===== src/rtl/sidnboard_seq.sv =====
// Plays the sidnboard_rom (register, value) init table onto the SID parallel write bus.
// Also generates the SID phi2 clock and holds SID reset low for RESET_PHI2 phi2 rising edges after start.
module sidnboard_seq #(
  parameter int PHI2_HALF  = 8,
  parameter int RESET_PHI2 = 10
) (
  input  logic       clk,
  input  logic       rst_n,
  input  logic       start,
  output logic [7:0] rom_addr,
  output logic       rom_read_en,
  input  logic [4:0] rom_reg,
  input  logic [7:0] rom_val,
  output logic       sid_phi2,
  output logic       sid_rst_n,
  output logic       sid_cs_n,
  output logic       sid_rw,
  output logic [4:0] sid_addr,
  output logic [7:0] sid_data,
  output logic       busy,
  output logic       done,
  output logic [8:0] write_count
);

  localparam int DIV_W = (PHI2_HALF > 1) ? $clog2(PHI2_HALF) : 1;
  localparam int RC_W  = $clog2(RESET_PHI2 + 1);

  typedef enum logic [3:0] {
    S_IDLE, S_SRST, S_FETCH, S_WAIT, S_CHECK, S_ARM, S_STROBE, S_HOLD, S_DONE
  } state_t;

  state_t           r_state;
  logic [DIV_W-1:0] r_divCnt;
  logic [RC_W-1:0]  r_rstCnt;
  logic             r_seenFall;
  logic             w_phi2Edge;
  logic             w_phi2Rise;
  logic             w_phi2Fall;
  logic             w_sentinel;

  // Rise/fall pulses are asserted on the same clk edge that flips sid_phi2.
  assign w_phi2Edge = (r_divCnt == DIV_W'(PHI2_HALF - 1));
  assign w_phi2Rise = w_phi2Edge & ~sid_phi2;
  assign w_phi2Fall = w_phi2Edge & sid_phi2;
  assign w_sentinel = (rom_reg == 5'h1f) && (rom_val == 8'hff);

  always_ff @(posedge clk) begin
    if (!rst_n) begin
      r_divCnt <= '0;
      sid_phi2 <= 1'b0;
    end else if (w_phi2Edge) begin
      r_divCnt <= '0;
      sid_phi2 <= ~sid_phi2;
    end else begin
      r_divCnt <= r_divCnt + 1'b1;
    end
  end

  always_ff @(posedge clk) begin
    if (!rst_n) begin
      r_state     <= S_IDLE;
      r_rstCnt    <= '0;
      r_seenFall  <= 1'b0;
      rom_addr    <= 8'd0;
      rom_read_en <= 1'b0;
      sid_rst_n   <= 1'b0;
      sid_cs_n    <= 1'b1;
      sid_rw      <= 1'b1;
      sid_addr    <= 5'd0;
      sid_data    <= 8'd0;
      busy        <= 1'b0;
      done        <= 1'b0;
      write_count <= 9'd0;
    end else begin
      case (r_state)
        S_IDLE: begin
          sid_rst_n <= 1'b0;
          if (start) begin
            r_state     <= S_SRST;
            r_rstCnt    <= '0;
            busy        <= 1'b1;
            write_count <= 9'd0;
          end
        end
        S_SRST: begin
          if (w_phi2Rise) begin
            if (r_rstCnt == RC_W'(RESET_PHI2 - 1)) begin
              sid_rst_n   <= 1'b1;
              rom_addr    <= 8'd0;
              rom_read_en <= 1'b1;
              r_state     <= S_FETCH;
            end else begin
              r_rstCnt <= r_rstCnt + 1'b1;
            end
          end
        end
        S_FETCH: begin
          rom_read_en <= 1'b0;
          r_state     <= S_WAIT;
        end
        S_WAIT: r_state <= S_CHECK;
        S_CHECK: begin
          if (w_sentinel) begin
            busy    <= 1'b0;
            done    <= 1'b1;
            r_state <= S_DONE;
          end else begin
            sid_addr   <= rom_reg;
            sid_data   <= rom_val;
            sid_rw     <= 1'b0;
            r_seenFall <= 1'b0;
            r_state    <= S_ARM;
          end
        end
        // Waiting for a fall first guarantees a full low phase of bus setup before CS.
        S_ARM: begin
          if (!r_seenFall) begin
            if (w_phi2Fall) r_seenFall <= 1'b1;
          end else if (w_phi2Rise) begin
            sid_cs_n <= 1'b0;
            r_state  <= S_STROBE;
          end
        end
        S_STROBE: begin
          if (w_phi2Fall) r_state <= S_HOLD;
        end
        S_HOLD: begin
          sid_cs_n    <= 1'b1;
          sid_rw      <= 1'b1;
          write_count <= write_count + 1'b1;
          if (rom_addr == 8'hff) begin
            busy    <= 1'b0;
            done    <= 1'b1;
            r_state <= S_DONE;
          end else begin
            rom_addr    <= rom_addr + 1'b1;
            rom_read_en <= 1'b1;
            r_state     <= S_FETCH;
          end
        end
        S_DONE: begin
          if (start) begin
            r_state     <= S_SRST;
            r_rstCnt    <= '0;
            sid_rst_n   <= 1'b0;
            busy        <= 1'b1;
            done        <= 1'b0;
            write_count <= 9'd0;
          end
        end
        default: r_state <= S_IDLE;
      endcase
    end
  end

endmodule


===== config.mk =====
export PLATFORM = sky130hd
export DESIGN_NAME = sidnboard_seq
export DESIGN_NICKNAME = d
export VERILOG_FILES = /design/src/rtl/sidnboard_seq.sv
export SDC_FILE = /design/constraint.sdc
export NUM_CORES = 1
export LEC_CHECK = 0
export ABC_AREA = 1
export BUFFER_PORTS_ARGS = -buffer_cell sky130_fd_sc_hd__buf_2
export CORE_MARGIN = 2
export CORE_UTILIZATION = 40
export CTS_CLUSTER_DIAMETER = 60
export DETAILED_ROUTE_END_ITERATION = 8
export SETUP_SLACK_MARGIN = 0.05
export SLEW_MARGIN = 20
export SYNTH_ARGS = -nofsm -noshare
export SYNTH_HDL_FRONTEND = slang
export SYNTH_SLANG_ARGS = --single-unit

===== constraint.sdc =====
create_clock -name clk -period 3.6 [get_ports clk]
set_input_delay 0.36 -clock clk [delete_from_list [all_inputs] [get_ports clk]]
set_output_delay 0.36 -clock clk [all_outputs]
set_load 0.05 [all_outputs]

==> reports/results.ini, run 1 <==
[status]
outcome=finished, final reports clean

[clock_tree]
post-cts-setup-buffer-count=0
clkSlewWorstSetupHoldPaths_ps=90
clock-root-buffer=sky130_fd_sc_hd__clkbuf_8
cts_tree=yes
clk-insertion-delay-late_ps=310
cts_made_buffers=5
post_cts_resize_count=0
ctsLongestPathBuffers=2
ctsHtreeMaxLevel=2
cts_hold_repair.buffers=0
numClockSinks=49

[yosys]
synthesis.nets=371
number_of_distinct_library_cells_after_synthesis=33
synth_flop_cell=sky130_fd_sc_hd__dfxtp_1
netlist_top_cells_area=sky130_fd_sc_hd__dfxtp_1, sky130_fd_sc_hd__nand2_1, sky130_fd_sc_hd__nor2_1
synthesis.area_per_instance_um2=7.08
yosysTopAreaCellShare=0.397
yosysSeqAreaShare=0.397
synth_area_leader_cell=sky130_fd_sc_hd__dfxtp_1
synth_async_sr_flop_share=0
synth_area_um2=2470
postSynthCellCount=349
postSynthRegisterBits=49
edff_count_synth=0
synthesis.yosys.warnings=0

[power_and_ir_drop]
p_clk_frac=0.256
cell_internal_pwr_uw=943
p_comb_frac=0.350
power.sequential.fraction=0.394
power.ir.vdd_worst_mv=0.333
leakagePower_nw=1.33
total_switching_power_uw=622
power-per-cell-area_nw_per_um2=541
power.switching_fraction=0.397

[setup_path]
critPathKind=flip-flop to flip-flop
critPathLaunchType=flip-flop
cp.required_ps=3760
worstRegToRegCells=7
destination_of_the_worst_register_to_register_timing_path=rom_addr[1]
worst_ep_arrival_time_ps=1950
regToRegStartpoint=r_state[2]
cp-end-kind=flip-flop
cp_max_fo=11
ff2ff_setup_slack_ps=1810

[die]
design.portCount=53
die_x_um=82.6
initial_core_util=0.415
std_cell_rows=28
core_area_um2=5960
floorplan.die_area_um2=6820
die_height_um=82.6

[timing]
maxSlewHeadroom=0.494
hold_slack_ps=313
fin_crit_sh=0.497
timing_worst_slew_pin_value_ps=758
hold_violations=0
worst_clock_skew_ps=8.16
grt_setup_unrepaired=false
min_period_ps=1790
max_freq_mhz=559
timing.final.setup_violations=0
timing.setup.tns_ps=0
maxSlewViolCount=0

[placement]
dpl.hpwl_um=4010
postPlaceCellArea_um2=2780
number_of_instances_in_the_placed_design=469
port-buffer-count=52
gpl.final_weighted_congestion=0.847

[min_path]
timing.hold.worst.start=rom_val[1]
min_to=sid_data[1]
holdPathStages=3
hold_path_class=primary input to flip-flop

[layout]
final_design_area_no_fill_um2=2890
nFillCells=636
synthToLayoutAreaGrowth_pct=17.1
multi_input_area_um2=1290
drive_above_1_share=0.234
antenna_cells=0
nets=423
instances_no_fill=477
layout.cells.most_common_list=sky130_fd_sc_hd__nand2_1, sky130_fd_sc_hd__nor2_1, sky130_fd_sc_hd__buf_2
mostFrequentLayoutCell=sky130_fd_sc_hd__nand2_1
sequential_cell_area_um2=981

[global_routing]
grt_first_pass_wirelength_um=9170
grt_pass1_vias=2006
grt_util_all_layers=0.174
largest_net_degree_at_the_start_of_global_routing=25
number_of_antenna_violations_at_the_first_check_in_global_routing=0
globalRoute.totalOverflow=0

[detailed_routing]
routedWlPerCell_um=11.6
first_pass_iters=4
detail_route.wirelength_um=5530
total_vias_in_the_final_route=2297
post_drt_via_cell_ratio=4.82
dr.first_iter.drc_count=111
remaining_drc_errors=0
remaining_antenna_violation_count_after_routing=0

[flow_run]
drv.max_cap_violation_count=0

-- metrics by stage --
stage | power, mW | util | setup slack [ps]
after floorplan | 1.06 | - | 1830
after global placement | 1.18 | 0.467 | 1880
after detailed placement | 1.18 | 0.467 | 1840
after CTS | 1.58 | 0.486 | 1820
after global routing | 1.68 | 0.486 | 1610
final | 1.57 | 0.486 | 1810
-- worst max-delay path by stage --
stage	slack (ps)	cells past startpoint	start	endpoint
after floorplan	1830	9	rom_addr[0]	rom_addr[1]
after global placement	1880	7	r_state[2]	rom_addr[5]
after detailed placement	1840	7	r_state[2]	rom_addr[0]
after CTS	1820	7	r_state[2]	rom_addr[0]
after global routing	1610	7	r_state[2]	rom_addr[1]
final	1810	7	r_state[2]	rom_addr[1]
-- power groups by stage --
stage / Sequential, mW / Clock, mW / Combinational (mW)
after CTS: 0.619 / 0.415 / 0.549
after detailed placement: 0.631 / 0 / 0.549
after floorplan: 0.716 / 0 / 0.344
after global routing: 0.626 / 0.439 / 0.613
after global placement: 0.630 / 0 / 0.546
final: 0.618 / 0.400 / 0.548
-- kinds of logic after synthesis --
family,Yosys count,synth area share
AOI/OAI and AO/OA,54,0.119
xor gates and xnor gates,2,0.00709
adders and majority gates,6,0.0304
buffers and inverters,46,0.0790
DFF,49,0.397
and+or+nand+nor,192,0.367
-- layer usage --
metal | part of all wire | track usage
met1 | 0.50 | 0.234
met2 | 0.44 | 0.278
met3 | 0.046 | 0.0435
met4 | 0.0096 | 0.0459
met5 | 0 | 0
-- synth_stat cells (all sizes together), types with 2 or more instances --
| master | n |
|---|---|
| nand4 | 11 |
| a21oi | 28 |
| nand2 | 83 |
| clkbuf | 3 |
| or2 | 4 |
| o21ai | 22 |
| ha | 6 |
| nand3b | 4 |
| buf | 4 |
| a21o | 2 |
| nand3 | 25 |
| o21bai | 2 |
| nor2 | 63 |
| dfxtp | 49 |
| inv | 39 |
-- state kept, by name, indices dropped and copies added, names as in the netlist, 3 cells and up --
register,count
r_rstCnt,4
sid_addr,5
sid_data,8
r_divCnt,3
rom_addr,8
r_state,4
write_count,9
-- worst max-delay path, cell delays in order, from the launching register on --
cell,delay (ps)
sky130_fd_sc_hd__dfxtp_1,430
sky130_fd_sc_hd__nand2_2,120
sky130_fd_sc_hd__nor2_2,480
sky130_fd_sc_hd__nand2_1,190
sky130_fd_sc_hd__nand2_2,180
sky130_fd_sc_hd__nand2_4,110
sky130_fd_sc_hd__nand2_1,80
sky130_fd_sc_hd__a21oi_1,60
-- cell type report --
cell class,instances,share of cell area
inverters,39,0.0523
clock buffers,6,0.0251
well taps,75,0.0324
clock inverters,2,0.0134
multi-input cells,254,0.448
flip-flops and latches,49,0.339
repair buffers,52,0.0900
Power figures use the tool's default switching activity.
==> run 2, diff against run 1 <==
==> constraint.sdc (replaced) <==
create_clock -name clk -period 1.53 [get_ports clk]
set_input_delay 0.153 -clock clk [delete_from_list [all_inputs] [get_ports clk]]
set_output_delay 0.153 -clock clk [all_outputs]
set_load 0.05 [all_outputs]
==> reports/results.ini, run 2 (same netlist as run 1, synthesis figures left out) <==
[clock_tree]
clkSlewWorstSetupHoldPaths_ps=90
ctsHtreeMaxLevel=2
cts_tree=yes
cts_hold_repair.buffers=0
clock-root-buffer=sky130_fd_sc_hd__clkbuf_8
ctsLongestPathBuffers=2
clk-insertion-delay-late_ps=300
numClockSinks=49
cts_made_buffers=5

[timing]
maxSlewHeadroom=0.785
timing_worst_slew_pin_value_ps=321
worst_clock_skew_ps=7.21
max_freq_mhz=676
min_period_ps=1480
timing.final.setup_violations=0
hold_violations=0
worst_slack_ps=50.7
maxSlewViolCount=0
fin_crit_sh=0.967
grt_setup_unrepaired=true

[power_and_ir_drop]
power.switching_fraction=0.398
total_switching_power_mw=1.51
cell_internal_pwr_mw=2.29
power-per-cell-area_nw_per_um2=1200
power.sequential.fraction=0.381
power_mw=3.80
leakagePower_nw=1.45
p_clk_frac=0.220
p_comb_frac=0.399
power.ir.vdd_worst_mv=0.605

[layout]
mostFrequentLayoutCell=sky130_fd_sc_hd__nand2_1
antenna_cells=0
final_design_area_no_fill_um2=3170
nets=446
largestRegisters=write_count x9, rom_addr x8, sid_data x8
largest_register=write_count
nFillCells=606
synthToLayoutAreaGrowth_pct=28.4
layout.cells.most_common_list=sky130_fd_sc_hd__nand2_1, sky130_fd_sc_hd__nor2_1, sky130_fd_sc_hd__buf_2
drive_above_1_share=0.351
largest_register_ffs=9

[global_routing]
grt_util_all_layers=0.180
globalRoute.totalOverflow=0
largest_net_degree_at_the_start_of_global_routing=24
grt_pass1_vias=2110
number_of_antenna_violations_at_the_first_check_in_global_routing=0
grt_first_pass_wirelength_um=9560

[placement]
pre_cts_slack_ps=-73.2
gpl.final_weighted_congestion=0.829
postPlaceCellArea_um2=2890
port-buffer-count=52
dpl.hpwl_um=4110

[detailed_routing]
remaining_antenna_violation_count_after_routing=0
routedWlPerCell_um=11.6
dr.first_iter.drc_count=115
post_drt_via_cell_ratio=4.86
total_vias_in_the_final_route=2428
detail_route.wirelength_um=5790
first_pass_iters=4
remaining_drc_errors=0

[die]
floorplan.die_area_um2=6820
core_area_um2=5960
std_cell_rows=28
die_height_um=82.6
design.portCount=53
initial_core_util=0.415
die_x_um=82.6

[status]
outcome=finished, final reports clean

[setup_path]
critPathKind=flip-flop to flip-flop
crit_family=flip-flops
critical_path.n_buffers_inverters=3
max_stage_delay_ps=360
worst_path_max_delay_cell=sky130_fd_sc_hd__dfxtp_2
cp.required_ps=1760
timing.critical_path.cells=ha_4 -> ha_4 -> inv_4 -> nor2_4 -> inv_2 -> o21ai_4 -> buf_4 -> nand3_1 -> a21oi_1
cp-end-kind=flip-flop
critPathLaunchType=flip-flop
cp_max_fo=4
cp_common_cell=sky130_fd_sc_hd__ha_4
worst_ep_arrival_time_ps=1700

[flow_run]
drv.max_cap_violation_count=0

[min_path]
hold_path_class=primary input to flip-flop

[run 2: cell types whose count changed in the layout (fill, tap and decap cells not counted), sizes merged]
cell,before,now
buf,52,75
bufinv,1,0
clkbuf,6,7
[run 2: power groups by stage]
stage                     clock (mW)  sequential (mW)  combinational [mW]
after floorplan                    0             1.68               0.810
after global placement             0             1.47                1.32
after detailed placement           0             1.47                1.32
after CTS                      0.869             1.45                1.39
after global routing           0.921             1.46                1.68
final                          0.836             1.45                1.52
[run 2: per-layer routing]
metal / part of all wire / vias to the layer above / global-route usage
li1: - / 1277 / -
met1: 0.49 / 1087 / 0.240
met2: 0.45 / 58 / 0.295
met3: 0.049 / 6 / 0.0359
met4: 0.011 / 0 / 0.0492
met5: 0 / - / 0
[run 2: area by class of cell]
cell class              instances  area, um^2  share of cell area
clock buffers                   7        96.3              0.0304
clock inverters                 1        5.00             0.00158
inverters                      39         154              0.0485
multi-input cells             254        1380               0.435
flip-flops and latches         49        1000               0.316
well taps                      75        93.8              0.0296
repair buffers                 75         440               0.139
[run 2: path summary, 6_finish.rpt]
check | startpoint | to | slack [ps] | cells after the start
worst min-delay path | rom_val[3] | sid_data[3] | 110 | 3
worst max-delay path | r_divCnt[0] | rom_addr[0] | 50 | 9
worst max register to register | r_divCnt[0] | rom_addr[0] | 50 | 9
worst min register to register | r_divCnt[0] | r_divCnt[0] | 440 | 1
[run 2: tightest hold or removal path, stage by stage]
cell and delay, ps:
sky130_fd_sc_hd__buf_2 80, sky130_fd_sc_hd__o21ai_0 70, sky130_fd_sc_hd__nor2_1 70
[run 2: stage by stage]
| stage | instances | utilization | TNS [ps] | hold slack [ps] |
|---|---|---|---|---|
| CTS | 493 | 0.513 | 0 | 106 |
| global route | 500 | 0.533 | -446 | 105 |
| global placement | 482 | 0.486 | -66.3 | 406 |
| detailed placement | 482 | 0.486 | -392 | 418 |
| finish | 500 | 0.533 | 0 | 109 |
| floorplan | 349 | - | 0 | 284 |
[run 2: what timing repair did]
action                     in CTS  in global routing
pin swaps                       7                 12
setup endpoints to repair      16                 20
resized for setup               9                 22
buffers inserted                3                  7
